===== src/rtl/nn_pkg.sv =====
// Shared definitions for the threshold-network frame driver: state encoding,
// frame word width and the default network geometry.
package nn_pkg;

  localparam int unsigned NN_WORD_W         = 32;
  localparam int unsigned NN_N1_DEFAULT     = 8;
  localparam int unsigned NN_SETTLE_DEFAULT = 2;

  typedef enum logic [2:0] {
    IDLE    = 3'd0,
    GET_TH2 = 3'd1,
    GET_S   = 3'd2,
    SETTLE  = 3'd3,
    RESULT  = 3'd4
  } nn_state_t;

endpackage


===== src/rtl/nn_sat_counter.sv =====
// Saturating up-counter with enable; holds at all-ones once reached.
module nn_sat_counter #(
  parameter int unsigned W = 16
) (
  input  logic         clk,
  input  logic         rst_n,
  input  logic         en,
  output logic [W-1:0] count
);

  always_ff @(posedge clk or negedge rst_n) begin
    if (!rst_n) begin
      count <= '0;
    end else if (en && (count != '1)) begin
      count <= count + W'(1);
    end
  end

endmodule


===== src/rtl/nn_frame_driver.sv =====
// Stream front/back-end for the combinational threshold network: loads
// thresholds and synapses, waits a settle time, returns the tagged axon.
module nn_frame_driver
  import nn_pkg::*;
#(
  parameter int unsigned N1            = NN_N1_DEFAULT,
  parameter int unsigned SETTLE_CYCLES = NN_SETTLE_DEFAULT,
  parameter int unsigned TAG_W         = 8,
  parameter int unsigned FIRE_W        = 16
) (
  input  logic                 clk,
  input  logic                 rst_n,
  input  logic [NN_WORD_W-1:0] in_data,
  input  logic                 in_valid,
  output logic                 in_ready,
  input  logic                 sticky_th,
  output logic [N1-1:0]        nn_s,
  output logic [NN_WORD_W-1:0] nn_th1,
  output logic [NN_WORD_W-1:0] nn_th2,
  input  logic                 nn_ax,
  output logic                 out_valid,
  input  logic                 out_ready,
  output logic                 out_ax,
  output logic [TAG_W-1:0]     out_tag,
  output logic [FIRE_W-1:0]    fire_cnt,
  output logic                 busy
);

  localparam int unsigned     SC_W        = (SETTLE_CYCLES > 1) ? $clog2(SETTLE_CYCLES) : 1;
  localparam logic [SC_W-1:0] SETTLE_LAST = SC_W'(SETTLE_CYCLES - 1);

  nn_state_t       state;
  logic [SC_W-1:0] settle_cnt;
  logic            accept;
  logic            settle_done;
  logic            fire_inc;
  logic            unused_in_bits;

  assign in_ready    = (state == IDLE) || (state == GET_TH2) || (state == GET_S);
  assign accept      = in_valid && in_ready;
  assign settle_done = (state == SETTLE) && (settle_cnt == SETTLE_LAST);
  assign fire_inc    = settle_done && nn_ax;
  assign busy        = (state != IDLE);

  // Synapse words only use the low N1 bits; the rest is deliberately dropped.
  assign unused_in_bits = ^in_data;

  always_ff @(posedge clk or negedge rst_n) begin
    if (!rst_n) begin
      state      <= IDLE;
      settle_cnt <= '0;
      nn_s       <= '0;
      nn_th1     <= '0;
      nn_th2     <= '0;
      out_valid  <= 1'b0;
      out_ax     <= 1'b0;
      out_tag    <= '0;
    end else begin
      unique case (state)
        IDLE: begin
          if (accept) begin
            if (sticky_th) begin
              nn_s  <= in_data[N1-1:0];
              state <= SETTLE;
            end else begin
              nn_th1 <= in_data;
              state  <= GET_TH2;
            end
          end
        end
        GET_TH2: begin
          if (accept) begin
            nn_th2 <= in_data;
            state  <= GET_S;
          end
        end
        GET_S: begin
          if (accept) begin
            nn_s  <= in_data[N1-1:0];
            state <= SETTLE;
          end
        end
        SETTLE: begin
          // Counter is left at zero on exit so the next frame starts clean.
          if (settle_cnt == SETTLE_LAST) begin
            settle_cnt <= '0;
            out_ax     <= nn_ax;
            out_valid  <= 1'b1;
            state      <= RESULT;
          end else begin
            settle_cnt <= settle_cnt + SC_W'(1);
          end
        end
        RESULT: begin
          if (out_ready) begin
            out_valid <= 1'b0;
            out_tag   <= out_tag + TAG_W'(1);
            state     <= IDLE;
          end
        end
        default: state <= IDLE;
      endcase
    end
  end

  nn_sat_counter #(
    .W (FIRE_W)
  ) u_fire_cnt (
    .clk   (clk),
    .rst_n (rst_n),
    .en    (fire_inc),
    .count (fire_cnt)
  );

endmodule


===== config.mk =====
export PLATFORM = sky130hd
export DESIGN_NAME = nn_frame_driver
export DESIGN_NICKNAME = d
export VERILOG_FILES = /design/src/rtl/nn_pkg.sv /design/src/rtl/nn_sat_counter.sv /design/src/rtl/nn_frame_driver.sv
export SDC_FILE = /design/constraint.sdc
export NUM_CORES = 1
export LEC_CHECK = 0
export ABC_AREA = 1
export BUFFER_PORTS_ARGS = -buffer_cell sky130_fd_sc_hd__buf_2
export CAP_MARGIN = 0
export CORE_UTILIZATION = 35
export CTS_BUF_LIST = sky130_fd_sc_hd__clkbuf_16
export DETAILED_ROUTE_END_ITERATION = 8
export GPL_TIMING_DRIVEN = 0
export PLACE_DENSITY = 0.56
export SLEW_MARGIN = 0
export SYNTH_ARGS = -nofsm -noshare
export SYNTH_HDL_FRONTEND = slang
export SYNTH_SLANG_ARGS = --single-unit
export TNS_END_PERCENT = 30

===== constraint.sdc =====
create_clock -name clk -period 1.75 [get_ports clk]
set_input_delay 0 -clock clk [delete_from_list [all_inputs] [get_ports clk]]
set_output_delay 0 -clock clk [all_outputs]
set_load 0.01 [all_outputs]

# Word-level counts from Yosys, hierarchy flattened
# Cells that the tools add are included.
# Widths: inputs -> output; s select.
# op_classes
n_addsub,3
eq_ne,11
n_mux,15
bitwise_logic,1
reduce_logical,17
# ops
operator,count
$mux 8,3
$add 16x1->16 const B,1
$ne 16x16->1 const B,1
$pmux 8 s2,1
$mux 3,5
$pmux 3 s5,1
$ne 2x2->1 const B,6
$add 8x1->8 const B,1
$eq 3x2->1 const B,2
$reduce_and 2->1,3
$reduce_and 3->1,2
$reduce_and 5->1,1
$logic_and 1x1->1,4
$reduce_and 4->1,1
$reduce_bool 2->1,2
$eq 3x1->1 const B,1
$eq 3x3->1 const B,1
$logic_not 3->1,1
$mux 1,3
$reduce_bool 3->1,1
$logic_or 1x1->1,2
$mux 2,1
$pmux 1 s2,1
$add 1x1->1 const B,1
$not 1->1,1
# totals
register_bits,102
in_bits,38
output_inout_bits,100
elab_cells,56

# Depth between registers and ports, before layout
# depth
ltp_word,6
ltp_mapped,9
depth_no_buf,8

# By module
# Synthesis repeated with hierarchy kept, for this count alone.
# unflattened
hier_cells,514
hier_area_um2,4690.7
# modules_own_cells
module,instances,cells_per_inst,area_each_um2,seq_area_each_um2
nn_frame_driver,1,365,3632.2,2152.1
nn_sat_counter,1,149,1058.5,400.4

# Least setup slack after synthesis
# Ideal clock, no wire load.
# synth_timing
kind,reg-to-reg
start,register u_fire_cnt.count[0]
end,register u_fire_cnt.count[2]
setup_ns,0.117
arrival_ns,1.487
required_time_ns,1.633
path_slack_ns,0.146
stages_incl_launch_ff,9
path_buffers,1
period_less_slack_ns,1.604
path_cell_list,dfrtp_1 -> ha_1 -> nand3_1 -> nand3b_1 -> nand2_4 -> nand2_4 -> buf_6 -> nand2_1 -> nand2_1
# synth_via
elab_chain_len,2
elab_cells_between_ends,3
cone_classes,1 x add/sub; 1 x eq/ne; 1 x reduce/logical
# synth_rtl
element,line,source
from (decl),nn_sat_counter.sv:8,output logic [W-1:0] count
from (signal assigned),nn_sat_counter.sv:15,count <= count + W'(1);
branches (longest 2 deep; another with $add 16x1->16),n/a,
# Several ways; the timed one is not identified.
# A chain may end at the register's enable or synchronous reset.

# Final worst setup path
# layout_timing
start,register u_fire_cnt.count[0]
end,register u_fire_cnt.count[4]
# The elaborated chain is that of the path after synthesis.

==> qor.txt <==
WORST SETUP PATH
--------------------------------------------------------------------------------------------------------
Req. time, crit path                                                                             1.99 ns
CP max FO                                                                                             10
Data arrival time of the worst path                                                              1.89 ns
Max stage delay on crit path                                                                     0.44 ns
Worst-case register-to-register setup slack                                                      0.09 ns
Worst-case reg-to-reg path depth                                                                       8
Sort of element at the start of the critical path                                               register
Reg2Reg Launch Point                                                                        u_fire_cnt.count[0]
Critical Setup Path Class                                                                        reg2reg
Cells along the critical path                                                               ha_4 -> nand3_1 -> nand3b_1 -> nand2_4 -> nand2_4 -> buf_6 -> nand2_1 -> nand2_1
Slowest library cell on the worst path                                                      sky130_fd_sc_hd__dfrtp_2
Destination of the worst register-to-register timing path                                   u_fire_cnt.count[4]
Sort of element at the end of the critical path                                                 register

FLOW RUN
--------------------------------------------------------------------------------------------------------
Max capacitance violation total                                                                        0

GRT
--------------------------------------------------------------------------------------------------------
Total congestion overflow                                                                              0
Via count of the first global-routing pass                                                          3872
Antenna violations before repair                                                                       0
Global-route wire length before repair                                                          18700 um
Maximum number of pins on one net before global-route repair                                          53
GRT Overall Usage                                                                                  0.186

SYNTHESIS
--------------------------------------------------------------------------------------------------------
Warning count from the yosys run                                                                       0
Syn Inst Count                                                                                       499
Post-synthesis cell type count                                                                        23
Flip-flop and latch count after synthesis                                                            102
Synthesized area divided by synthesized cell count                                             8.71 um^2
Combined area of all synthesized cells                                                         4350 um^2
Share of synthesized area occupied by flip-flops and latches                                       0.587
Net count after synthesis                                                                            539

FLOORPLANNING
--------------------------------------------------------------------------------------------------------
Die extent in y                                                                                   113 um
Core area                                                                                     12100 um^2
Site row count                                                                                        40
Effective utilization at floorplan                                                                 0.360
Die area                                                                                      12900 um^2
Width of the chip                                                                                 113 um
IO Count                                                                                             138

POWER
--------------------------------------------------------------------------------------------------------
Internal portion of total power                                                                  5660 uW
Switching power share of the total                                                                 0.371
Switching Power                                                                                  3340 uW
Power consumption                                                                                8990 uW
Leakage Power                                                                                 0.00317 uW
Seq pwr share                                                                                      0.428
Clk pwr share                                                                                      0.221
Worst ir drop on vdd                                                                              857 uV
Power density over the cells                                                                1510 nW/um^2
Combinational fraction of design power                                                             0.351

ROUTING
--------------------------------------------------------------------------------------------------------
Routed length per instance                                                                       13.3 um
Iteration-0 DRC Markers                                                                              217
Total Wirelength                                                                                11400 um
Antenna violation net count after detailed routing                                                     0
Overall via count from detail_route                                                                 3903
DRC violations left                                                                                    0
Avg Vias per Cell                                                                                   4.55
First-pass DRT Iterations                                                                              6

CLOCK TREE
--------------------------------------------------------------------------------------------------------
Buffer type at the clock tree root                                                          sky130_fd_sc_hd__clkbuf_16
Clock Sinks                                                                                          102
CTS H-tree lvls                                                                                        3
CTS max path bufs                                                                                      2
Clock tree from TritonCTS                                                                           done
Number of CTS-inserted buffers                                                                         9
Skew-Pair Late Insertion Delay                                                                   0.34 ns
Post-CTS clock slew at the launch and capture registers of the worst setup and hold paths        0.07 ns

TIMING
--------------------------------------------------------------------------------------------------------
Minimum clock period                                                                             1.66 ns
Number of hold violations in the final report                                                          0
Final setup violating endpoints                                                                        0
Setup repair after global routing missed its margin                                                  yes
Worst clock skew on the final layout                                                          0.00649 ns
Top achievable clock speed                                                                     0.604 GHz
Final slew viol count                                                                                  0
Slew margin rel.                                                                                   0.550
Transition time at the pin with the least slew margin                                           0.675 ns
Worst Hold Slack                                                                              0.00891 ns
Tcrit/Tclk final                                                                                   0.946

WORST HOLD PATH
--------------------------------------------------------------------------------------------------------
Hold crit path type                                                                               in2reg
End point of the most critical hold path                                                        state[2]
Hold Path Stages                                                                                       4
Hold Crit Start                                                                                out_ready

PLACE
--------------------------------------------------------------------------------------------------------
Final weighted congestion of routability-driven global placement                                   0.880
Post-detailed-placement half-perimeter wirelength                                                7990 um
Instance area after placement                                                                  5270 um^2
Total of buffers placed on input and output ports                                                    137
Count of placed standard cells including taps                                                        805

FINAL LAYOUT
--------------------------------------------------------------------------------------------------------
Relative area change from synthesis to final layout                                                37.0%
Most frequent cells in the layout                                                           sky130_fd_sc_hd__nand2_1, sky130_fd_sc_hd__buf_2, sky130_fd_sc_hd__dfrtp_1
Cell area after layout                                                                         5950 um^2
Fin cells                                                                                            857
Share of post-route cells with drive strength above 1                                              0.254
Fillcell total                                                                                      1186
Most common library cell in the layout ignoring fill and taps                               sky130_fd_sc_hd__nand2_1
Number of diodes added for antenna fixing                                                              0
Post-layout nets                                                                                     725

RUN STATUS
--------------------------------------------------------------------------------------------------------
Result of the run                                                                              completed

[routing by layer]
layer	track usage	up-vias	share of wire
met4	0.0412	0	0.0091
met1	0.221	1844	0.44
li1	-	1947	-
met3	0.0691	8	0.060
met5	0	-	0
met2	0.321	104	0.49
[registers in the layout, indices dropped and copies added (netlist names)]
signal / cells
state: 3
nn_s: 8
out_valid: 1
nn_th2: 32
nn_th1: 32
settle_cnt: 1
u_fire_cnt.count: 16
out_tag: 8
out_ax: 1
[metrics by stage]
step / setup WS, ns / util / setup TNS, ns
6_report: 0.0946 / 0.494 / 0
4_1_cts: 0.00299 / 0.490 / 0
5_1_grt: -0.0155 / 0.494 / -0.0301
3_5_place_dp: -0.128 / 0.437 / -1.95
2_1_floorplan: 0.146 / - / 0
3_3_place_gp: -0.434 / 0.435 / -44.52
[layout make-up]
class	instances	area, um^2	share of cell area
clock inverter	6	63.8	0.0107
buffer	16	77.6	0.0130
inverter	54	203	0.0340
tap	168	210	0.0353
multi-input combinational	327	1540	0.259
sequential	102	2550	0.429
clock buffer	9	225	0.0378
timing repair buffer	175	1080	0.181
[critical path, delay by kind of cell (launching register included)]
family                   cells  cell delay, ns
adder cells (fa/ha/maj)      1            0.19
buffers and inverters        1            0.15
flip-flops                   1            0.44
AND/OR/NAND/NOR              6            0.78
[cells by family after synthesis]
group,synth area share
fa+ha+maj,0.00576
buf+inv,0.0636
flops,0.587
xor+xnor,0.0242
compound gates,0.0953
simple gates,0.224
[power by group through the flow]
stage / Clock [uW] / Sequential [uW] / Combinational (uW)
4_1_cts: 2050 / 3860 / 3150
3_3_place_gp: 0 / 3840 / 3010
5_1_grt: 2130 / 3980 / 3590
6_report: 1990 / 3850 / 3160
3_5_place_dp: 0 / 3870 / 3090
2_1_floorplan: 0 / 4230 / 1240
[synth_stat cells (all sizes together)]
cell,number,area [um^2]
o21ai,80,400
nand4,6,37.5
nand3,24,120
nand2,167,652
o221ai,1,8.76
nand3b,2,15.0
ha,2,25.0
xor2,6,52.6
buf,4,28.8
inv,54,203
clkbuf,12,45.0
nor2,30,139
xnor2,6,52.6
a21oi,1,5.00
dfrtp,102,2550
nor3,2,10.0
[worst max-delay path by stage]
| stage | start | end | cells past startpoint |
|---|---|---|---|
| after global routing | u_fire_cnt.count[0] | u_fire_cnt.count[9] | 8 |
| after detailed placement | u_fire_cnt.count[0] | u_fire_cnt.count[4] | 8 |
| after global placement | rst_n | nn_th1[24] | 1 |
| after CTS | u_fire_cnt.count[1] | u_fire_cnt.count[3] | 8 |
| after floorplan | u_fire_cnt.count[0] | u_fire_cnt.count[2] | 8 |
| final | u_fire_cnt.count[0] | u_fire_cnt.count[4] | 8 |
[timing repair]
action,4_1_cts,5_1_grt
resized for setup,4,9
hold buffers,33,0
buffers inserted,1,3
setup endpoints to repair,32,45
hold endpoints to repair,122,0
pin swaps,0,1
(Power assumes the default switching activity.)
